## src/rtl/uart_arb_pkg.sv

```systemverilog
// Shared types and helpers for the UART transmit arbiter and its round-robin picker.
// Latency: none (declarations only).
// Backpressure: not applicable.
package uart_arb_pkg;

   // Arbiter FSM encoding
   typedef enum logic [1:0] {
      IDLE = 2'd0,
      SEND = 2'd1,
      GAP  = 2'd2
   } arb_state_t;

   // Idle cycles with tx_send low between frames so the uart sees a fresh edge
   localparam int GAP_CYCLES = 1;

   // Next round-robin index after idx, wrapping at n-1 -> 0
   function automatic logic [31:0] rr_next(input logic [31:0] idx, input logic [31:0] n);
      if (idx + 32'd1 >= n) begin
         rr_next = '0;
      end else begin
         rr_next = idx + 32'd1;
      end
   endfunction

endpackage

```

## src/rtl/rr_pick.sv

```systemverilog
// Round-robin picker: one-hot winner, first set req at or above ptr_i, wrapping to 0.
// Latency: purely combinational.
// Backpressure: none; the caller decides when the winner is consumed.
module rr_pick #(
   parameter int N  = 3,
   parameter int IW = (N > 1) ? $clog2(N) : 1
) (
   input  logic [N-1:0]  req_i,
   input  logic [IW-1:0] ptr_i,
   output logic [N-1:0]  grant_o
);

   // Two passes: indices from ptr upward first, then the wrapped range below ptr
   always_comb begin
      logic found;
      grant_o = '0;
      found   = 1'b0;
      for (int i = 0; i < N; i++) begin
         if (!found && req_i[i] && (IW'(i) >= ptr_i)) begin
            grant_o[i] = 1'b1;
            found      = 1'b1;
         end
      end
      for (int i = 0; i < N; i++) begin
         if (!found && req_i[i] && (IW'(i) < ptr_i)) begin
            grant_o[i] = 1'b1;
            found      = 1'b1;
         end
      end
   end

endmodule

```

## src/rtl/uart_tx_arbiter.sv

```systemverilog
// Shares one uart transmitter among N requesters, round-robin with packet lock until a last byte.
// Latency: tx_send rises 1 cycle after req is seen in IDLE; ack pulses 1 cycle after tx_ready.
// Backpressure: requesters hold req until ack; SEND waits for tx_ready (bounded when UART_TX_ARB_TIMEOUT_EN).
module uart_tx_arbiter
   import uart_arb_pkg::*;
#(
   parameter int N       = 3,
   parameter int TIMEOUT = 4096
) (
   input  logic           clock25,
   input  logic           reset,
   input  logic [N-1:0]   req,
   input  logic [8*N-1:0] req_byte,
   input  logic [N-1:0]   req_last,
   output logic [N-1:0]   ack,
   output logic [N-1:0]   grant,
   output logic [7:0]     tx_byte,
   output logic           tx_send,
   input  logic           tx_ready,
   output logic           busy
`ifdef UART_TX_ARB_TIMEOUT_EN
   ,
   output logic           timeout_err,
   input  logic           err_clr
`endif
);

   localparam int IW = (N > 1) ? $clog2(N) : 1;

   if (N < 1 || N > 8) begin : g_bad_n
      $error("uart_tx_arbiter: N must be in 1..8");
   end
   if (TIMEOUT < 2) begin : g_bad_timeout
      $error("uart_tx_arbiter: TIMEOUT must be at least 2");
   end

   arb_state_t     state_q, state_d;
   logic [IW-1:0]  rr_ptr_q, rr_ptr_d;
   logic [IW-1:0]  owner_q, owner_d;
   logic           locked_q, locked_d;
   logic           last_q, last_d;
   logic           tx_send_q, tx_send_d;
   logic [7:0]     tx_byte_q, tx_byte_d;
   logic [N-1:0]   grant_q, grant_d;
   logic [N-1:0]   ack_q, ack_d;
   logic [3:0]     gap_q, gap_d;

`ifdef UART_TX_ARB_TIMEOUT_EN
   localparam int TW = $clog2(TIMEOUT) + 1;
   logic [TW-1:0]  cnt_q, cnt_d;
   logic           terr_q, terr_d;
`endif

   logic [N-1:0]   win;
   logic [IW-1:0]  win_idx;
   logic [7:0]     win_byte;
   logic           win_last;
   logic           own_req;
   logic [7:0]     own_byte;
   logic           own_last;

   rr_pick #(.N(N), .IW(IW)) u_pick (
      .req_i   (req),
      .ptr_i   (rr_ptr_q),
      .grant_o (win)
   );

   // Select the winner's and the current owner's request fields
   always_comb begin
      win_idx  = '0;
      win_byte = '0;
      win_last = 1'b0;
      own_req  = 1'b0;
      own_byte = '0;
      own_last = 1'b0;
      for (int i = 0; i < N; i++) begin
         if (win[i]) begin
            win_idx  = IW'(i);
            win_byte = req_byte[8*i +: 8];
            win_last = req_last[i];
         end
         if (owner_q == IW'(i)) begin
            own_req  = req[i];
            own_byte = req_byte[8*i +: 8];
            own_last = req_last[i];
         end
      end
   end

   // Next-state: launch a byte, wait for the frame, then a short gap
   always_comb begin
      state_d   = state_q;
      rr_ptr_d  = rr_ptr_q;
      owner_d   = owner_q;
      locked_d  = locked_q;
      last_d    = last_q;
      tx_send_d = tx_send_q;
      tx_byte_d = tx_byte_q;
      grant_d   = grant_q;
      ack_d     = '0;
      gap_d     = gap_q;
`ifdef UART_TX_ARB_TIMEOUT_EN
      cnt_d     = cnt_q;
      terr_d    = terr_q;
      if (err_clr) begin
         terr_d = 1'b0;
      end
`endif
      case (state_q)
         IDLE: begin
            if (locked_q) begin
               // Owner keeps the transmitter, even while its req is low
               if (own_req) begin
                  tx_byte_d = own_byte;
                  last_d    = own_last;
                  tx_send_d = 1'b1;
                  state_d   = SEND;
`ifdef UART_TX_ARB_TIMEOUT_EN
                  cnt_d     = '0;
`endif
               end
            end else if (|win) begin
               grant_d   = win;
               owner_d   = win_idx;
               tx_byte_d = win_byte;
               last_d    = win_last;
               tx_send_d = 1'b1;
               state_d   = SEND;
`ifdef UART_TX_ARB_TIMEOUT_EN
               cnt_d     = '0;
`endif
            end
         end
         SEND: begin
            if (tx_ready) begin
               ack_d     = grant_q;
               tx_send_d = 1'b0;
               gap_d     = '0;
               state_d   = GAP;
               if (last_q) begin
                  locked_d = 1'b0;
                  grant_d  = '0;
                  rr_ptr_d = IW'(rr_next(32'(owner_q), 32'(N)));
               end else begin
                  locked_d = 1'b1;
               end
            end
`ifdef UART_TX_ARB_TIMEOUT_EN
            else if (cnt_q == TW'(TIMEOUT - 1)) begin
               // Uart never answered: abandon the packet and flag it
               tx_send_d = 1'b0;
               locked_d  = 1'b0;
               grant_d   = '0;
               rr_ptr_d  = IW'(rr_next(32'(owner_q), 32'(N)));
               gap_d     = '0;
               state_d   = GAP;
               terr_d    = 1'b1;
            end else begin
               cnt_d = cnt_q + 1'b1;
            end
`endif
         end
         GAP: begin
            if (gap_q == 4'(GAP_CYCLES - 1)) begin
               state_d = IDLE;
            end else begin
               gap_d = gap_q + 4'd1;
            end
         end
         default: begin
            state_d = IDLE;
         end
      endcase
   end

   // State and output registers; reset returns every output to idle at once
   always_ff @(posedge clock25 or posedge reset) begin
      if (reset) begin
         state_q   <= IDLE;
         rr_ptr_q  <= '0;
         owner_q   <= '0;
         locked_q  <= 1'b0;
         last_q    <= 1'b0;
         tx_send_q <= 1'b0;
         tx_byte_q <= 8'h00;
         grant_q   <= '0;
         ack_q     <= '0;
         gap_q     <= '0;
`ifdef UART_TX_ARB_TIMEOUT_EN
         cnt_q     <= '0;
         terr_q    <= 1'b0;
`endif
      end else begin
         state_q   <= state_d;
         rr_ptr_q  <= rr_ptr_d;
         owner_q   <= owner_d;
         locked_q  <= locked_d;
         last_q    <= last_d;
         tx_send_q <= tx_send_d;
         tx_byte_q <= tx_byte_d;
         grant_q   <= grant_d;
         ack_q     <= ack_d;
         gap_q     <= gap_d;
`ifdef UART_TX_ARB_TIMEOUT_EN
         cnt_q     <= cnt_d;
         terr_q    <= terr_d;
`endif
      end
   end

   assign ack     = ack_q;
   assign grant   = grant_q;
   assign tx_byte = tx_byte_q;
   assign tx_send = tx_send_q;
   assign busy    = (state_q != IDLE) || locked_q;
`ifdef UART_TX_ARB_TIMEOUT_EN
   assign timeout_err = terr_q;
`endif

endmodule

```

## config.mk

```make
export PLATFORM = sky130hd
export DESIGN_NAME = uart_tx_arbiter
export DESIGN_NICKNAME = d
export VERILOG_FILES = /design/src/rtl/uart_arb_pkg.sv /design/src/rtl/rr_pick.sv /design/src/rtl/uart_tx_arbiter.sv
export SDC_FILE = /design/constraint.sdc
export NUM_CORES = 1
export LEC_CHECK = 0
export CAP_MARGIN = 0
export CORE_UTILIZATION = 47
export CTS_CLUSTER_DIAMETER = 50
export DETAILED_ROUTE_END_ITERATION = 7
export GPL_ROUTABILITY_DRIVEN = 0
export PLACE_DENSITY = 0.85
export SYNTH_ARGS = -nofsm -noshare
export SYNTH_HDL_FRONTEND = slang
export SYNTH_SLANG_ARGS = --single-unit
```

## constraint.sdc

```tcl
create_clock -name clock25 -period 2.3 [get_ports clock25]
set_clock_uncertainty 0.05 [all_clocks]
set_input_delay 0.575 -clock clock25 [delete_from_list [all_inputs] [get_ports clock25]]
set_output_delay 0.575 -clock clock25 [all_outputs]
set_load 0.05 [all_outputs]
```

==> results.cfg <==
[status]
status = complete, no violations

[sta]
finalCritPeriodShare_pct = 94.4
fin_ws_ps = 129
worst_pin_slew_ps = 704
whs_ps = 456
slew_headroom_pct = 52.5
drv_slew = 0
finalSetupViolCount = 0
rsz0062_at_grt = no
max_freq_mhz = 461
hold_violations = 0
period_minus_slack_ps = 2170

[route]
wl_um = 3820
drc_errors = 0
dr_wl_met2_um = 1910
viasPerCell = 5.48
final_antenna_net_count = 0
wl_met1_um = 1810
routed.top_layer = met4
wire_per_inst_um = 13.7
drt_pass1_iterations = 4
wl_met3_um = 78
via_count = 1530
drt_iter0_markers = 72

[hold_path]
hold_path.class = reg -> reg
min_from = tx_send$_DFFE_PP0P_
min_path_cells = 2
worst_hold_path.endpoint = tx_send$_DFFE_PP0P_

[setup_path]
cp.buffers_inverters = 1
rrSetupSlack_ps = 430
timing.rr.start = gap_q[0]$_DFFE_PP0P_
path_depth = 1
required_ps = 1670
critPathMaxStageDelay_ps = 820
slowest_stage = clkdlybuf4s50_1
start_kind = flop
timing.rr.end = gap_q[1]$_DFFE_PP0P_
rr_worst_depth = 7
path_max_fanout = 3
cp.arrival_ps = 1550
cp_top_family = buffers and inverters
crit_type = reg -> out
critPathCaptureType = output port
path_cells = clkdlybuf4s50_1
crit_start = grant[1]$_DFFE_PP0P_

[global_routing]
grt_pass1_vias = 1325
grt_pass1_wl_um = 6010
antenna_found_initial = 0
grt_max_degree = 28
grt_usage_pct = 21.3
overflow = 0

[floorplan]
start_util_pct = 49.6
die_w_um = 61.5
die_h_um = 61.5
core_um2 = 3360
io-pin-count = 49
dieArea_um2 = 3790
row_count = 21

[final_layout]
diodes = 0
drive_gt1_share_pct = 14.2
final_cells = 279
fin_nets = 269
utilization_pct = 68.0
syn_to_final_growth_pct = 37.3

[clocking]
cts_tree = yes
cts_max_level = 1
cts_made_buffers = 3
cts-resized-gates = 0
cts_root_buffer = clkbuf_4
postCtsSetupRepairBufs = 0
cts.path.max_buffers = 2
path_clk_slew_ps = 160
cts.sinks = 27
hold_buffers = 0
worstSkewPairLatency_ps = 330

[logic_synthesis]
synth_top_cell_area_share_pct = 40.5
syn_area_per_cell_um2 = 9.31
synth_seq_area_share_pct = 40.5
syn_nets = 214
yosys.area_share.adder_pct = 1.50
synthMuxAreaShare_pct = 6.01
synth-simple-area-share_pct = 14.3
synth_area_um2 = 1670
async_flop_share_pct = 100
synth_ff_type = dfrtp_1
synthCells = 179
synth-compound-area-share_pct = 29.4
synthTopCellsByArea = dfrtp_1, nand2_1, mux2i_1
yosys_warnings = 0
yosys-top-cells-count = dfrtp_1, nand2_1, o21ai_0
synth_top_area_cell = dfrtp_1
yosys.area_share.xor_xnor_pct = 0.526
ys_seq_elements = 27
synth-edff-count = 0
synth_cell_types = 39
synth_top_family_by_area = compound AO/OA/AOI/OAI gates

[power_and_ir_drop]
clockPowerShare_pct = 7.6
combPwrFrac_pct = 62.5
p_per_area_nw_per_um2 = 1230
sequentialPowerShare_pct = 29.9
leakage_nw = 0.986
switchingPower_mw = 1.37
ir_worst_vdd_mv = 0.586
power.total_mw = 2.82
netSwitchingFraction_pct = 48.7
p_int_mw = 1.45

[place]
place_inst = 275
dp_slack_ps = -80.3
dp_hpwl_um = 2900
io_buffers = 48

[flow_run]
cap_violations = 0
==> placed cells by master, fill, tap and decap left out, drive strengths merged, types with 2 or more instances in the layout <==
cell,count
clkbuf,3
nand3,2
mux2i,10
o221ai,7
a32o,2
nand2b,5
a211oi,2
nand2,27
nor2,5
dfrtp,27
o31ai,10
o21ai,19
clkdlybuf4s50,47
nand3b,2
ha,2
buf,15
and2,3
o211ai,2
a21o,2
a221oi,8
inv,18
o221a,3
==> power groups by stage <==
stage,clock network [mW],registers [mW],logic [mW]
final,0.215,0.842,1.76
after global routing,0.238,0.867,1.90
after CTS,0.224,0.842,1.77
after detailed placement,0,0.853,1.77
after global placement,0,0.845,1.73
after floorplan,0,1.12,0.932
==> per-layer routing <==
metal / track usage [%] / vias to the layer above
met4: 6.35 / 0
met3: 2.52 / 2
met1: 29.2 / 728
li1: - / 769
met2: 35.5 / 31
met5: 0 / -
==> cells by family after synthesis <==
| logic type | count (synthesis) |
|---|---|
| flip-flops | 27 |
| buffers and inverters | 30 |
| adder cells (fa/ha/maj) | 2 |
| XOR/XNOR | 1 |
| AND/OR/NAND/NOR | 50 |
| AO/OA/AOI/OAI | 59 |
| multiplexers | 10 |
==> cell type report <==
class / instances / area, µm²
fill: 291 / 1070
multi-input combinational: 122 / 862
sequential: 27 / 676
timing repair buffer: 62 / 596
inverter: 18 / 67.6
tap: 46 / 57.6
clock buffer: 3 / 22.5
clock inverter: 1 / 7.51
==> per-stage QoR <==
stage               setup TNS, ps  instance area (µm²)
floorplan                       0                 1670
CTS                             0                 2290
global placement             -183                 2260
detailed placement           -519                 2260
finish                          0                 2290
global route                    0                 2290
==> state kept, by name, summed over array words and instances (netlist names) <==
| signal | flops |
|---|---|
| tx_byte | 8 |
| owner_q | 2 |
| ack | 3 |
| last_q | 1 |
| grant | 3 |
| rr_ptr_q | 2 |
| tx_send | 1 |
| gap_q | 4 |
| state_q | 2 |
| locked_q | 1 |
==> worst max-delay path by stage <==
stage | endpoint | slack (ps)
2_1_floorplan | tx_byte[6]$_DFFE_PP0P_ | 450
3_3_place_gp | tx_byte[7]$_DFFE_PP0P_ | -40
3_5_place_dp | tx_byte[4]$_DFFE_PP0P_ | -80
4_1_cts | grant[1] | 110
5_1_grt | tx_byte[3] | 70
6_report | grant[1] | 130
Power figures use the tool's default switching activity.
